## config.mk

```make
export PLATFORM = sky130hd
export DESIGN_NAME = alu_seq
export DESIGN_NICKNAME = d
export VERILOG_FILES = /design/src/rtl/alu_seq.sv
export SDC_FILE = /design/constraint.sdc
export NUM_CORES = 1
export LEC_CHECK = 0
export CORE_ASPECT_RATIO = 1.1
export CORE_UTILIZATION = 59
export DETAILED_ROUTE_END_ITERATION = 8
export PLACE_DENSITY = 0.9
export REMOVE_ABC_BUFFERS = 1
export SLEW_MARGIN = 30
export SYNTH_ARGS = -nofsm -noshare
export SYNTH_HDL_FRONTEND = slang
export SYNTH_SLANG_ARGS = --single-unit
```

## constraint.sdc

```tcl
create_clock -name clk -period 3.6 [get_ports clk]
set_input_delay 0.54 -clock clk [delete_from_list [all_inputs] [get_ports clk]]
set_output_delay 0.54 -clock clk [all_outputs]
set_load 0.02 [all_outputs]
```

## src/rtl/alu_seq.sv

```systemverilog
// Multi-cycle ALU: logic/arithmetic ops complete in one cycle, shifts run serially one bit per cycle.
// start/busy/done handshake; result and zero are registered and change only with done.
module alu_seq #(
    parameter int unsigned XLEN = 32
) (
    input  logic            clk,
    input  logic            rst,
    input  logic            start,
    input  logic [3:0]      alu_op,
    input  logic [XLEN-1:0] a,
    input  logic [XLEN-1:0] b,
    output logic            busy,
    output logic            done,
    output logic [XLEN-1:0] result,
    output logic            zero
);

    localparam logic [3:0] OpAdd  = 4'b0000;
    localparam logic [3:0] OpSub  = 4'b0001;
    localparam logic [3:0] OpSlt  = 4'b0010;
    localparam logic [3:0] OpSltu = 4'b0011;
    localparam logic [3:0] OpAnd  = 4'b0100;
    localparam logic [3:0] OpOr   = 4'b0101;
    localparam logic [3:0] OpXor  = 4'b0110;
    localparam logic [3:0] OpSll  = 4'b1000;
    localparam logic [3:0] OpSrl  = 4'b1001;
    localparam logic [3:0] OpSra  = 4'b1011;

    typedef enum logic [0:0] {StIdle, StShift} state_e;

    state_e          state_q, state_d;
    logic [3:0]      op_q, op_d;
    logic [XLEN-1:0] shreg_q, shreg_d;
    logic [4:0]      cnt_q, cnt_d;
    logic [XLEN-1:0] result_q, result_d;
    logic            zero_q, zero_d;
    logic            done_q, done_d;

    logic [XLEN-1:0] alu_res;
    logic [XLEN-1:0] shifted;
    logic            is_shift;
    logic [4:0]      shamt;

    assign shamt    = b[4:0];
    assign is_shift = (alu_op == OpSll) || (alu_op == OpSrl) || (alu_op == OpSra);

    // Single-cycle datapath; shift ops here cover only the shift-by-zero case.
    always_comb begin
        alu_res = '0;
        case (alu_op)
            OpAdd:  alu_res = a + b;
            OpSub:  alu_res = a - b;
            OpSlt:  alu_res = {{(XLEN-1){1'b0}}, $signed(a) < $signed(b)};
            OpSltu: alu_res = {{(XLEN-1){1'b0}}, a < b};
            OpAnd:  alu_res = a & b;
            OpOr:   alu_res = a | b;
            OpXor:  alu_res = a ^ b;
            OpSll, OpSrl, OpSra: alu_res = a;
            default: alu_res = '0;
        endcase
    end

    // SRA refills with the MSB, which never changes during a right-arithmetic shift.
    always_comb begin
        shifted = {1'b0, shreg_q[XLEN-1:1]};
        if (op_q == OpSll) begin
            shifted = {shreg_q[XLEN-2:0], 1'b0};
        end else if (op_q == OpSra) begin
            shifted = {shreg_q[XLEN-1], shreg_q[XLEN-1:1]};
        end
    end

    always_comb begin
        state_d  = state_q;
        op_d     = op_q;
        shreg_d  = shreg_q;
        cnt_d    = cnt_q;
        result_d = result_q;
        done_d   = 1'b0;
        unique case (state_q)
            StIdle: begin
                if (start) begin
                    if (is_shift && (shamt != 5'd0)) begin
                        op_d    = alu_op;
                        shreg_d = a;
                        cnt_d   = shamt;
                        state_d = StShift;
                    end else begin
                        result_d = alu_res;
                        done_d   = 1'b1;
                    end
                end
            end
            StShift: begin
                shreg_d = shifted;
                cnt_d   = cnt_q - 5'd1;
                if (cnt_q == 5'd1) begin
                    result_d = shifted;
                    done_d   = 1'b1;
                    state_d  = StIdle;
                end
            end
            default: state_d = StIdle;
        endcase
        zero_d = (result_d == '0);
    end

    always_ff @(posedge clk or posedge rst) begin
        if (rst) begin
            state_q  <= StIdle;
            op_q     <= OpAdd;
            shreg_q  <= '0;
            cnt_q    <= '0;
            result_q <= '0;
            zero_q   <= 1'b1;
            done_q   <= 1'b0;
        end else begin
            state_q  <= state_d;
            op_q     <= op_d;
            shreg_q  <= shreg_d;
            cnt_q    <= cnt_d;
            result_q <= result_d;
            zero_q   <= zero_d;
            done_q   <= done_d;
        end
    end

    assign busy   = (state_q == StShift);
    assign done   = done_q;
    assign result = result_q;
    assign zero   = zero_q;

endmodule

```

==> PnR_summary.wiki, run 1 <==
{| class="wikitable"
! Metric !! Value
|-
| Simple-gate share of the synthesized area || 0.225
|-
| EDFF count, synth || 0
|-
| Tool Error || [ERROR GRT-0116] Global routing finished with congestion. Check the congestion regions in the DRC Viewer.
|-
| # rows || 49
|-
| Sequential cell area fraction in the yosys report || 0.191
|-
| Clock root buffer || clkbuf_16
|-
| Instance count of the mapped netlist || 1367
|-
| Total cell area at the placement stage || 13900 µm²
|-
| Sink count of the clock tree || 76
|-
| Compound-cell area share of the yosys netlist || 0.311
|-
| Height of the die || 138 µm
|-
| Global-route total usage across every layer || 0.891
|-
| Number of synthesis warnings || 0
|-
| Vias in the first global route || 18.2k
|-
| IO Pins || 106
|-
| Max Root-Sink Buffers || 2
|-
| Detailed-placement wirelength estimate || 37.4 mm
|-
| Global-route wire length before repair || 119 mm
|-
| Number of buffers created by CTS || 9
|-
| Library cells used by synthesis || just over 90
|-
| Number of port buffers || 105
|-
| Average size of a mapped cell || around 7.3 µm²
|-
| Cell area after synthesis || 9980 µm²
|-
| H-tree levels || 3
|-
| Mux share of post-synthesis cell area || 0.0508
|-
| Overflow left after global routing || 276
|-
| X dimension of the die || approximately 130 µm
|-
| Starting density of the core || 0.608
|-
| Global placement routability congestion || 1.23
|-
| Most frequently used flop master after synthesis || dfrtp_1
|-
| Share of async-settable or async-resettable flops after synthesis || 1.00
|-
| Result of the run || did not finish
|-
| Dominant combinational cell family by area after synthesis || compound AO/OA/AOI/OAI gates
|-
| Xor/xnor share of the synthesized area || 0.00965
|-
| Stage at which the flow ended || global routing
|-
| Adder-cell area share of the yosys netlist || 0.136
|-
| Pin count of the biggest net entering global routing || 43
|-
| FF+latch count, synth || 76
|}
==> synth_stat cells (11+ instances only) <==
cell,number,area [µm²]
buf_2,15,75.1
a31oi_1,18,113
nand2_1,157,589
a211oi_1,16,120
a21oi_1,99,495
mux2i_1,45,450
o22ai_1,14,87.6
nor2_1,123,462
a221oi_1,15,131
nor2b_1,21,131
o21ai_0,129,646
a211o_1,11,96.3
o211ai_1,25,188
nor3_1,34,170
inv_1,100,375
o31ai_1,12,90.1
dfrtp_1,75,1880
clkbuf_1,60,225
nand4_1,18,113
nand3_1,28,140
nor4_1,13,81.3
ha_1,105,1310
==> kinds of logic after synthesis <==
logic type / count (synthesis)
flip-flops: 76
AND/OR/NAND/NOR: 467
buffers and inverters: 191
multiplexers: 49
adder cells (fa/ha/maj): 107
XOR/XNOR: 11
AO/OA/AOI/OAI: 466
==> repair_timing <==
item                                    in CTS
pin swaps                                   30
endpoints found under the setup margin      11
gates resized for setup                    108
buffers inserted                            11
hold buffers                                 0
==> layer usage <==
layer | GRT usage | overflow
met5 | 0.412 | 3
met4 | 0.898 | 99
met2 | 0.999 | 148
met1 | 0.895 | 15
met3 | 0.801 | 11
==> through the flow <==
step	utilization	instances	setup slack (ns)
CTS	0.894	1996	-0.317
global placement	0.843	1969	-0.848
detailed placement	0.844	1969	-1.20
floorplan	-	1278	-3.78
==> run 2, diff against run 1 <==
Settings changed: CORE_ASPECT_RATIO 1.1 to unset, CORE_UTILIZATION 59 to 40, PLACE_DENSITY 0.9 to unset, PLACE_DENSITY_LB_ADDON set to 0.15.
==> run 2 against run 1 <==
The flow now finishes, with violations (negative setup slack). Synthesized cell count unchanged. Area after synthesis unchanged.
==> PnR_summary.wiki, run 2 <==
{| class="wikitable"
! Metric !! Value
|-
| Result of the run || finished, violations left
|-
| Violations in the final reports || negative setup slack
|-
| Most frequently used flop master after synthesis || dfrtp_1
|-
| Global-route wire length before repair || 72.5 mm
|-
| Detailed-placement wirelength estimate || about 38 mm
|-
| Share of the synthesized area in the top cell type || 0.188
|-
| Ranking of synthesized cells by instance count || 157 x nand2_1, 129 x o21ai_0, 123 x nor2_1, 105 x ha_1, 100 x inv_1
|-
| Global-route total usage across every layer || 0.373
|-
| Clock tree from TritonCTS || built
|-
| Worst clock skew || around 0.014 ns
|-
| Count of endpoints failing setup in the final report || 1
|-
| Average size of a mapped cell || 7.30 µm²
|-
| Number of stages on the worst hold path || 1
|-
| Top Family by Delay on Critical Path || compound AO/OA/AOI/OAI gates
|-
| Worst endpoint required time || between 3 and 4 ns
|-
| Die area || 25600 µm²
|-
| Pre-antenna DRT Iters || 5
|-
| Data arrival time of the worst path || 4.08 ns
|-
| Number of vias in the routed layout || 12.9k
|-
| Worst hold path class || register to register
|-
| Pin count of the biggest net entering global routing || 77
|-
| Final period util || 1.06
|-
| Top cell type by total area after synthesis || dfrtp_1
|-
| Flop2flop setup slack || 0.03 ns
|-
| Number of cells on the critical path || 16
|-
| Maximum clock frequency || 263 MHz
|-
| Area growth from synthesis to layout || 56.5%
|-
| Vias in the first global route || 12.3k
|-
| Crit-path cells || clkdlybuf4s50_1, inv_1, ha_2, a41oi_2, buf_4, o211ai_1, o31ai_2, a31o_4, buf_4, o21ai_0, o21a_1, nor3_1, o31ai_2, o211a_1, nand4b_1, nor4bb_2
|-
| Sequential cell area fraction in the yosys report || 0.191
|-
| Initial antenna violation count || 0
|-
| Number of design-rule violations left by the first detailed-router iteration || 1331
|-
| Max_cap viols || 0
|-
| Average wire per standard cell || approximately 22 µm
|-
| Number of buffers created by CTS || 9
|-
| Worst hold path endpoint || op_q[3]
|-
| Library cells used by synthesis || 92
|-
| EDFF count, synth || 0
|-
| Largest voltage drop on the vdd net || 0.279 mV
|-
| Total power of the final layout || 6.45 mW
|-
| Final Max Tran Viols || 0
|-
| Sink count of the clock tree || 76
|-
| Clock root buffer || clkbuf_16
|-
| Post-DR vias/cell || about 5.9
|-
| Top-count cell post-synth || nand2_1
|-
| Relative max-transition margin || 0.464
|-
| Crit end category || register
|-
| Worst Setup Slack, final || -0.207 ns
|-
| Buffers plus inverters on the worst setup path || 4
|-
| FF+latch count, synth || 76
|-
| Leakage Power || roughly 7.3 nW
|-
| Area of the core || ~24000 µm²
|-
| Max Root-Sink Buffers || 2
|-
| Synth top area cells || dfrtp_1 19%, ha_1 13%, o21ai_0 6.5%, nand2_1 5.9%, a21oi_1 5.0%
|-
| Fraction of layout instances using a drive strength above 1 || 0.351
|-
| Overflow left after global routing || 0
|-
| Number of nets in the final layout || 2037
|-
| Number of synthesis warnings || 0
|-
| Worst setup path category || primary input to register
|-
| Power density cells || 413 nW/µm²
|-
| Clk pin slew, worst setup/hold paths || 0.07 ns
|-
| Number of port buffers || between 100 and 150
|-
| Post-route worst hold slack || approximately 0.49 ns
|-
| Number of buffers inserted for hold repair after clock tree synthesis || 0
|-
| Starting density of the core || 0.409
|-
| Clock latency reported for the late side of the worst-skew pair || approximately 0.37 ns
|-
| Number of standard cells in the final layout excluding fillers || 2188
|-
| Final min period || ~3.8 ns
|-
| Fin Setup TNS || -0.207 ns
|-
| Global placement routability congestion || 1.03
|-
| Cell count of the worst reg-to-reg path || 12
|-
| Diode insertion count for antenna repair || 0
|-
| Total wire length || between 40 and 50 mm
|-
| H-tree levels || 3
|-
| IO Pins || about 110
|-
| Height of the die || 160 µm
|-
| Delay of the slowest cell on the worst path || ~0.56 ns
|-
| X dimension of the die || between 150 and 200 µm
|-
| Share of async-settable or async-resettable flops after synthesis || 1.00
|-
| Most frequent standard cell in the layout excluding fill and tap cells || buf_4
|-
| Instance count of the mapped netlist || 1367
|-
| Highest-count cells in the layout ignoring fill and taps || 448 x buf_4, 157 x nand2_1, 119 x nor2_1, 114 x o21ai_0
|-
| Startpoint of the worst register-to-register path || op_q[1]
|-
| Critical-path cell with the highest stage delay || clkdlybuf4s50_1
|-
| Cell area after synthesis || 9980 µm²
|-
| Dpl cells || ~2.1k
|-
| Worst Tran Pin Value || 0.802 ns
|-
| Worst hold path startpoint || op_q[3]
|-
| Number of nets with antenna violations after routing || 0
|-
| R2R Path End || zero
|-
| Setup repair after global routing missed its margin || true
|-
| Crit path max fanout || 6
|-
| Worst Setup Start Kind || primary input
|-
| # rows || 57
|-
| DRC violations left || 0
|-
| Final Hold Vio Count || 0
|}
[run 2: cell counts after synthesis]
No cell type changed its count.
[run 2: cells by family (layout without fill, tap and decap cells)]
kind of cell             Yosys count  in the layout  share of synthesized area
adder cells (fa/ha/maj)          107            107                      0.136
buffers and inverters            191            688                     0.0774
AND/OR/NAND/NOR                  467            467                      0.225
XOR/XNOR                          11             11                    0.00965
multiplexers                      49             49                     0.0508
flip-flops                        76             76                      0.191
AO/OA/AOI/OAI                    466            466                      0.311
[run 2: power breakdown]
group | switching [mW] | internal [mW] | total (mW) | leakage (nW)
clock | 0.464 | 0.563 | 1.03 | 0.149
combinational | 2.16 | 1.81 | 3.97 | 6.17
sequential | 0.304 | 1.14 | 1.45 | 0.989
total | 2.93 | 3.52 | 6.45 | 7.31
[run 2: worst max-delay path by stage]
| stage | startpoint | slack, ns | endpoint |
|---|---|---|---|
| global placement | a[0] | -0.99 | zero |
| detailed placement | a[0] | -1.08 | zero |
| floorplan | op_q[0] | -3.78 | zero |
| finish | a[17] | -0.21 | zero |
| global route | a[17] | -0.33 | zero |
| CTS | b[0] | -0.26 | zero |
[run 2: repair_timing]
action                                  in CTS  in global routing
endpoints found under the setup margin       9                  7
gates cloned                                 0                  0
pin swaps                                   38                 44
setup buffers                               16                 14
gates resized for setup                    117                103
[run 2: worst reg2reg max path: cells and delay by family (launching register included)]
kind	cells	cell delay [ns]
AO/OA/AOI/OAI	4	0.84
buffers and inverters	2	0.59
flip-flops	1	0.41
multiplexers	1	0.27
AND/OR/NAND/NOR	5	1.38
[run 2: per-stage QoR]
step / util / area, µm² / setup WS [ns]
2_1_floorplan: - / 9590 / -3.78
3_3_place_gp: 0.591 / 14400 / -0.993
3_5_place_dp: 0.591 / 14400 / -1.08
4_1_cts: 0.624 / 15200 / -0.264
5_1_grt: 0.641 / 15600 / -0.333
6_report: 0.641 / 15600 / -0.207
[run 2: cell type report]
type | count | area [µm²]
clock buffer | 10 | 239
sequential | 76 | 1900
inverter | 102 | 384
multi-input combinational | 1100 | 7990
clock inverter | 6 | 68.8
tap | 324 | 405
fill | 2222 | 8760
timing repair buffer | 570 | 4640
[run 2: layer usage]
metal,part of all wire,routed length (µm),vias up,GRT usage
li1,-,-,5968,-
met5,0,0,-,0
met1,0.44,21200,6099,0.516
met3,0.092,4460,150,0.0745
met4,0.049,2370,0,0.167
met2,0.42,20500,690,0.558
No activity file was read; power rests on OpenSTA's default activity.
==> RTL edit 1 (flow settings as in run 2) <==
`shreg_q` and `result_q` no longer have a reset.
--- a/src/rtl/alu_seq.sv
+++ b/src/rtl/alu_seq.sv
@@ -109,20 +109,21 @@
         if (rst) begin
             state_q  <= StIdle;
             op_q     <= OpAdd;
-            shreg_q  <= '0;
             cnt_q    <= '0;
-            result_q <= '0;
             zero_q   <= 1'b1;
             done_q   <= 1'b0;
         end else begin
             state_q  <= state_d;
             op_q     <= op_d;
-            shreg_q  <= shreg_d;
             cnt_q    <= cnt_d;
-            result_q <= result_d;
             zero_q   <= zero_d;
             done_q   <= done_d;
         end
+    end
+
+    always_ff @(posedge clk) begin
+        shreg_q  <= shreg_d;
+        result_q <= result_d;
     end
 
     assign busy   = (state_q == StShift);
Formal check against the unedited RTL: not equivalent (Yosys sat finds a counterexample within 4 cycles, from zero or initial values and one cycle with rst high).
==> RTL edit 1 against run 2 <==
- the flow still finishes with violations (negative setup slack)
- combinational power increased by 11%
- final area decreased by 3.2%
- critical path depth decreased by 3
- synthesized area decreased by 6.1%
- total power increased by 9.8%
- sequential cell count unchanged
- worst setup slack got worse by 0.42 ns
- wire length decreased by 5.9%
- synthesized cell count decreased by 11%
==> RTL edit 1: results (changes against run 2) <==
[outcome]
outcome=finished with violations
violations=negative setup slack

[critical_path]
critPathMaxFanout=15  ; +9
cp.arrival_ns=4.49  ; +0.41 ns
reg2reg_from=op_q[0]

[power]
clockNetworkPower_w=0.000932  ; -9.5%
p_seq_w=0.00174  ; +20%
ir_drop_mv=0.433  ; +55%
p_leak_nw=6.82  ; -6.7%
switchingPower_w=0.00304  ; +3.7%

[global_routing]
grt_pass1_wl_mm=68.1  ; -6.2%
grt_use_total_pct=37.5  ; +0.19 points
antenna_found_initial=1  ; +1
grt_pass1_vias=11500  ; -6.9%
grt_max_degree=42  ; -45%

[clock_network]
cts.reportedPaths.clkPinSlew_ns=0.06

[drt]
drt_iter0_drc=1170  ; -12%
drt_first_pass_iters=7  ; +2
wl_per_cell_um=22.2  ; +0.28%
vias_per_cell=5.82  ; -1.4%

[placed_design]
place_ws_ns=-1.68  ; -0.590 ns
gp_congestion=0.992  ; -3.7%

[yosys]
synth_edf_count=32  ; +32
ys.flop_type=edfxtp_1
synth_top_area_share_pct=14.0  ; -4.8 points
synthDistinctLibCells=97  ; +5.4%
synthArstFlopShare_pct=15.8  ; -84 points
ys_seq_area_share_pct=20.3  ; +1.2 points
yosys-top-cells-area=ha_1 14%, edfxtp_1 10%, dfxtp_1 6.8%, a21oi_1 6.7%, nor2_1 4.5%
synthTopCellsByCount=126 x a21oi_1, 112 x nor2_1, 110 x inv_1

[layout]
fin_nets=1913  ; -6.1%
nFillCells=2058  ; -7.4%

[sta]
worst_slack_ns=-0.630  ; -0.423 ns
maxSlewHeadroom_pct=38.7  ; -7.7 points
setup_tns_ns=-0.630  ; -0.423 ns
setup_viol_count_final=1  ; unchanged
fin_worst_skew_ns=0.0141  ; -0.000266 ns

[hold_path]
hp-class=primary input to asynchronous set/reset pin

==> RTL edit 1: cell types whose count changed after synthesis, sizes merged, moves of 11 or more <==
cell,before,now
nand2,158,90
dfrtp,75,11
o21ai,132,74
dfxtp,0,32
edfxtp,0,32
a21oi,100,126
clkbuf,60,49
nor2,123,112
nor3,35,24
==> RTL edit 1: layer usage <==
layer	vias up	share of wire [%]	GRT usage, %
li1	5593	-	-
met5	-	0.028	0
met2	587	45	59.7
met3	87	7.8	4.51
met4	2	2.7	12.4
met1	5673	45	52.4
==> RTL edit 1: cells by family after synthesis <==
logic type	after synthesis	share of synthesized area, %
XOR/XNOR	15	1.40
multiplexers	42	4.51
AO/OA/AOI/OAI	442	32.4
adder cells (fa/ha/maj)	107	14.4
flip-flops	76	20.3
buffers and inverters	186	7.97
AND/OR/NAND/NOR	355	19.0
==> RTL edit 1: repair_timing <==
item / CTS / global route
gates resized for setup: 206 / 42
setup endpoints to repair: 10 / 6
buffers inserted: 9 / 5
cloned: 1 / 0
pin swaps: 48 / 38
==> RTL edit 1: how the worst max path moves through the flow <==
stage	from	endpoint	slack, ns	cells after the start
finish	alu_op[3]	zero	-0.63	13
global route	alu_op[3]	zero	-0.70	13
CTS	b[0]	zero	-0.56	16
detailed placement	a[0]	zero	-1.68	16
global placement	b[5]	zero	-1.58	15
floorplan	op_q[0]	zero	-2.11	11
==> RTL edit 1: metrics by stage <==
| step | cell area, um^2 | util, % | hold slack [ns] | cells | total power, W |
|---|---|---|---|---|---|
| 2_1_floorplan | 9050 | - | 0.404 | 1149 | 0.00361 |
| 3_3_place_gp | 14000 | 61.6 | 0.522 | 2022 | 0.00572 |
| 3_5_place_dp | 14000 | 61.6 | 0.530 | 2022 | 0.00575 |
| 4_1_cts | 14900 | 65.5 | 0.545 | 2048 | 0.00690 |
| 5_1_grt | 15100 | 66.4 | 0.560 | 2053 | 0.00741 |
| 6_report | 15100 | 66.4 | 0.534 | 2053 | 0.00708 |
==> RTL edit 1: area by class of cell <==
type | instances | area, um^2 | area share, %
Clock buffer | 13 | 272 | 1.79
Sequential cell | 76 | 1900 | 12.6
Tap cell | 313 | 392 | 2.59
Clock inverter | 3 | 18.8 | 0.124
Inverter | 112 | 425 | 2.81
Multi-Input combinational cell | 961 | 7480 | 49.4
Timing Repair Buffer | 575 | 4640 | 30.7
==> RTL edit 1: critical path, stage by stage <==
cell and delay (ns):
clkdlybuf4s50_1 0.51, buf_12 0.16, nand2b_1 0.15, nor2_2 0.11, a22oi_1 0.21, o211ai_1 0.21
a211o_1 0.36, nor4_2 0.29, or4b_4 0.52, nor4_2 0.25, or4b_4 0.50, or4_4 0.51
nor4_4 0.15
==> RTL edit 2 (config.mk and constraints of run 2) <==
Without the edit above. Set the parameter `XLEN` to 16 (it was 32).
--- a/src/rtl/alu_seq.sv
+++ b/src/rtl/alu_seq.sv
@@ -1,7 +1,7 @@
 // Multi-cycle ALU: logic/arithmetic ops complete in one cycle, shifts run serially one bit per cycle.
 // start/busy/done handshake; result and zero are registered and change only with done.
 module alu_seq #(
-    parameter int unsigned XLEN = 32
+    parameter int unsigned XLEN = 16
 ) (
     input  logic            clk,
     input  logic            rst,
Ports: changed (resized a, b and result); port bits go from 106 to 58. The function was not compared with the original's and may differ.
==> RTL edit 2 against run 2 <==
- die area fell by 49%
- worst setup slack gained 0.41 ns
- sequential share of layout area rose by 4.8 points
- wire length shrank 62%
- total power down 55%
- maximum frequency up 12%
- core utilization decreased by 11 points
- final area shrank 59%
- sequential power decreased by 40%
- synthesized area is 50% lower
- combinational power decreased by 61%
- sequential cell count shrank 32
- highest routed layer unchanged
- global-route usage down 8.1 points
==> RTL edit 2: results (changes against run 2) <==
[outcome]
outcome=finished, final reports clean

[critical_path]
slowest_delay_ns=0.51  ; -0.05 ns
ff2ff_setup_slack_ns=0.72  ; +0.69 ns
reg2reg_from=cnt_q[0]
cp.arrival_ns=3.62  ; -0.46 ns
critPathMaxFanout=3  ; -3

[clock_network]
numCtsBuffers=5  ; -4
postCtsSetupRepairBufs=0  ; -16
htreeDepth=2  ; -1
clk_latency_ns=0.29  ; -0.08 ns

[sta]
maxSlewHeadroom_pct=48.4  ; +2.0 points
fin_hold_ws_ns=0.508  ; +0.0156 ns
fin_worst_skew_ns=0.00509  ; -0.00929 ns
min_period_over_period_pct=94.3  ; -11 points

[drt]
drt_iter0_drc=570  ; -57%
vias_per_cell=5.82  ; -1.3%

[layout]
fin_nets=850  ; -58%

[global_routing]
grt_pass1_vias=5269  ; -57%
grt_use_total_pct=29.3  ; -8.1 points
grt_max_degree=45  ; -42%

[yosys]
synthDistinctLibCells=73  ; -21%
ys_seq_area_share_pct=22.1  ; +3.0 points
synthTopCellsByCount=70 x a21oi_1, 69 x nor2_1, 55 x ha_1

[power]
p_leak_nw=2.93  ; -60%
clockNetworkPower_w=0.000446  ; -57%
ir_drop_mv=0.251  ; -10%

[placed_design]
port_buffers=57  ; -46%

[RTL edit 2: changes by cell type in the layout (fill, tap and decap cells not counted), sizes merged, moves of 15 or more]
cell and delta:
a21oi -29, buf -372, clkdlybuf4s50 -20, dfrtp -32, ha -50, inv -55, mux2i -26, nand2 -128
nand3 -15, nor2 -54, nor3 -16, o211ai -19, o21ai -100
[RTL edit 2: logic make-up (layout without fill, tap and decap cells)]
group	Yosys count	count (layout)	synth area share, %
flops	44	44	22.1
buf+inv	85	210	7.26
xor+xnor	5	5	0.877
fa+ha+maj	57	57	14.6
compound gates	210	210	28.4
simple gates	204	204	21.9
mux	24	24	4.93
[RTL edit 2: critical path, delay by kind of cell]
kind,cells,cell delay (ns)
mux,1,0.28
compound gates,3,0.71
fa+ha+maj,2,0.62
buf+inv,3,0.65
simple gates,4,0.81
[RTL edit 2: routing by layer]
| layer | vias to the layer above | GRT usage [%] | share of wire (%) |
|---|---|---|---|
| met5 | - | 0 | 0 |
| met4 | 0 | 9.91 | 2.4 |
| met3 | 32 | 4.20 | 6.9 |
| met2 | 192 | 44.6 | 43 |
| met1 | 2574 | 42.2 | 48 |
| li1 | 2568 | - | - |
[RTL edit 2: repair_timing]
action,in CTS,in global routing
resized for setup,0,3
hold buffers,0,0
hold endpoints to repair,0,0
endpoints found under the setup margin,0,1
[RTL edit 2: through the flow]
step,utilization [%],instances
after global routing,53.5,922
after floorplan,-,594
final,53.5,922
after CTS,53.4,922
after detailed placement,52.3,915
after global placement,52.3,915
[RTL edit 2: cell type report]
type,instances,area [um^2]
clock buffer,6,129
clock inverter,1,5.00
fill,1207,5630
inverter,50,189
multi-input combinational,500,3540
sequential,44,1100
tap,168,210
timing repair buffer,153,1310
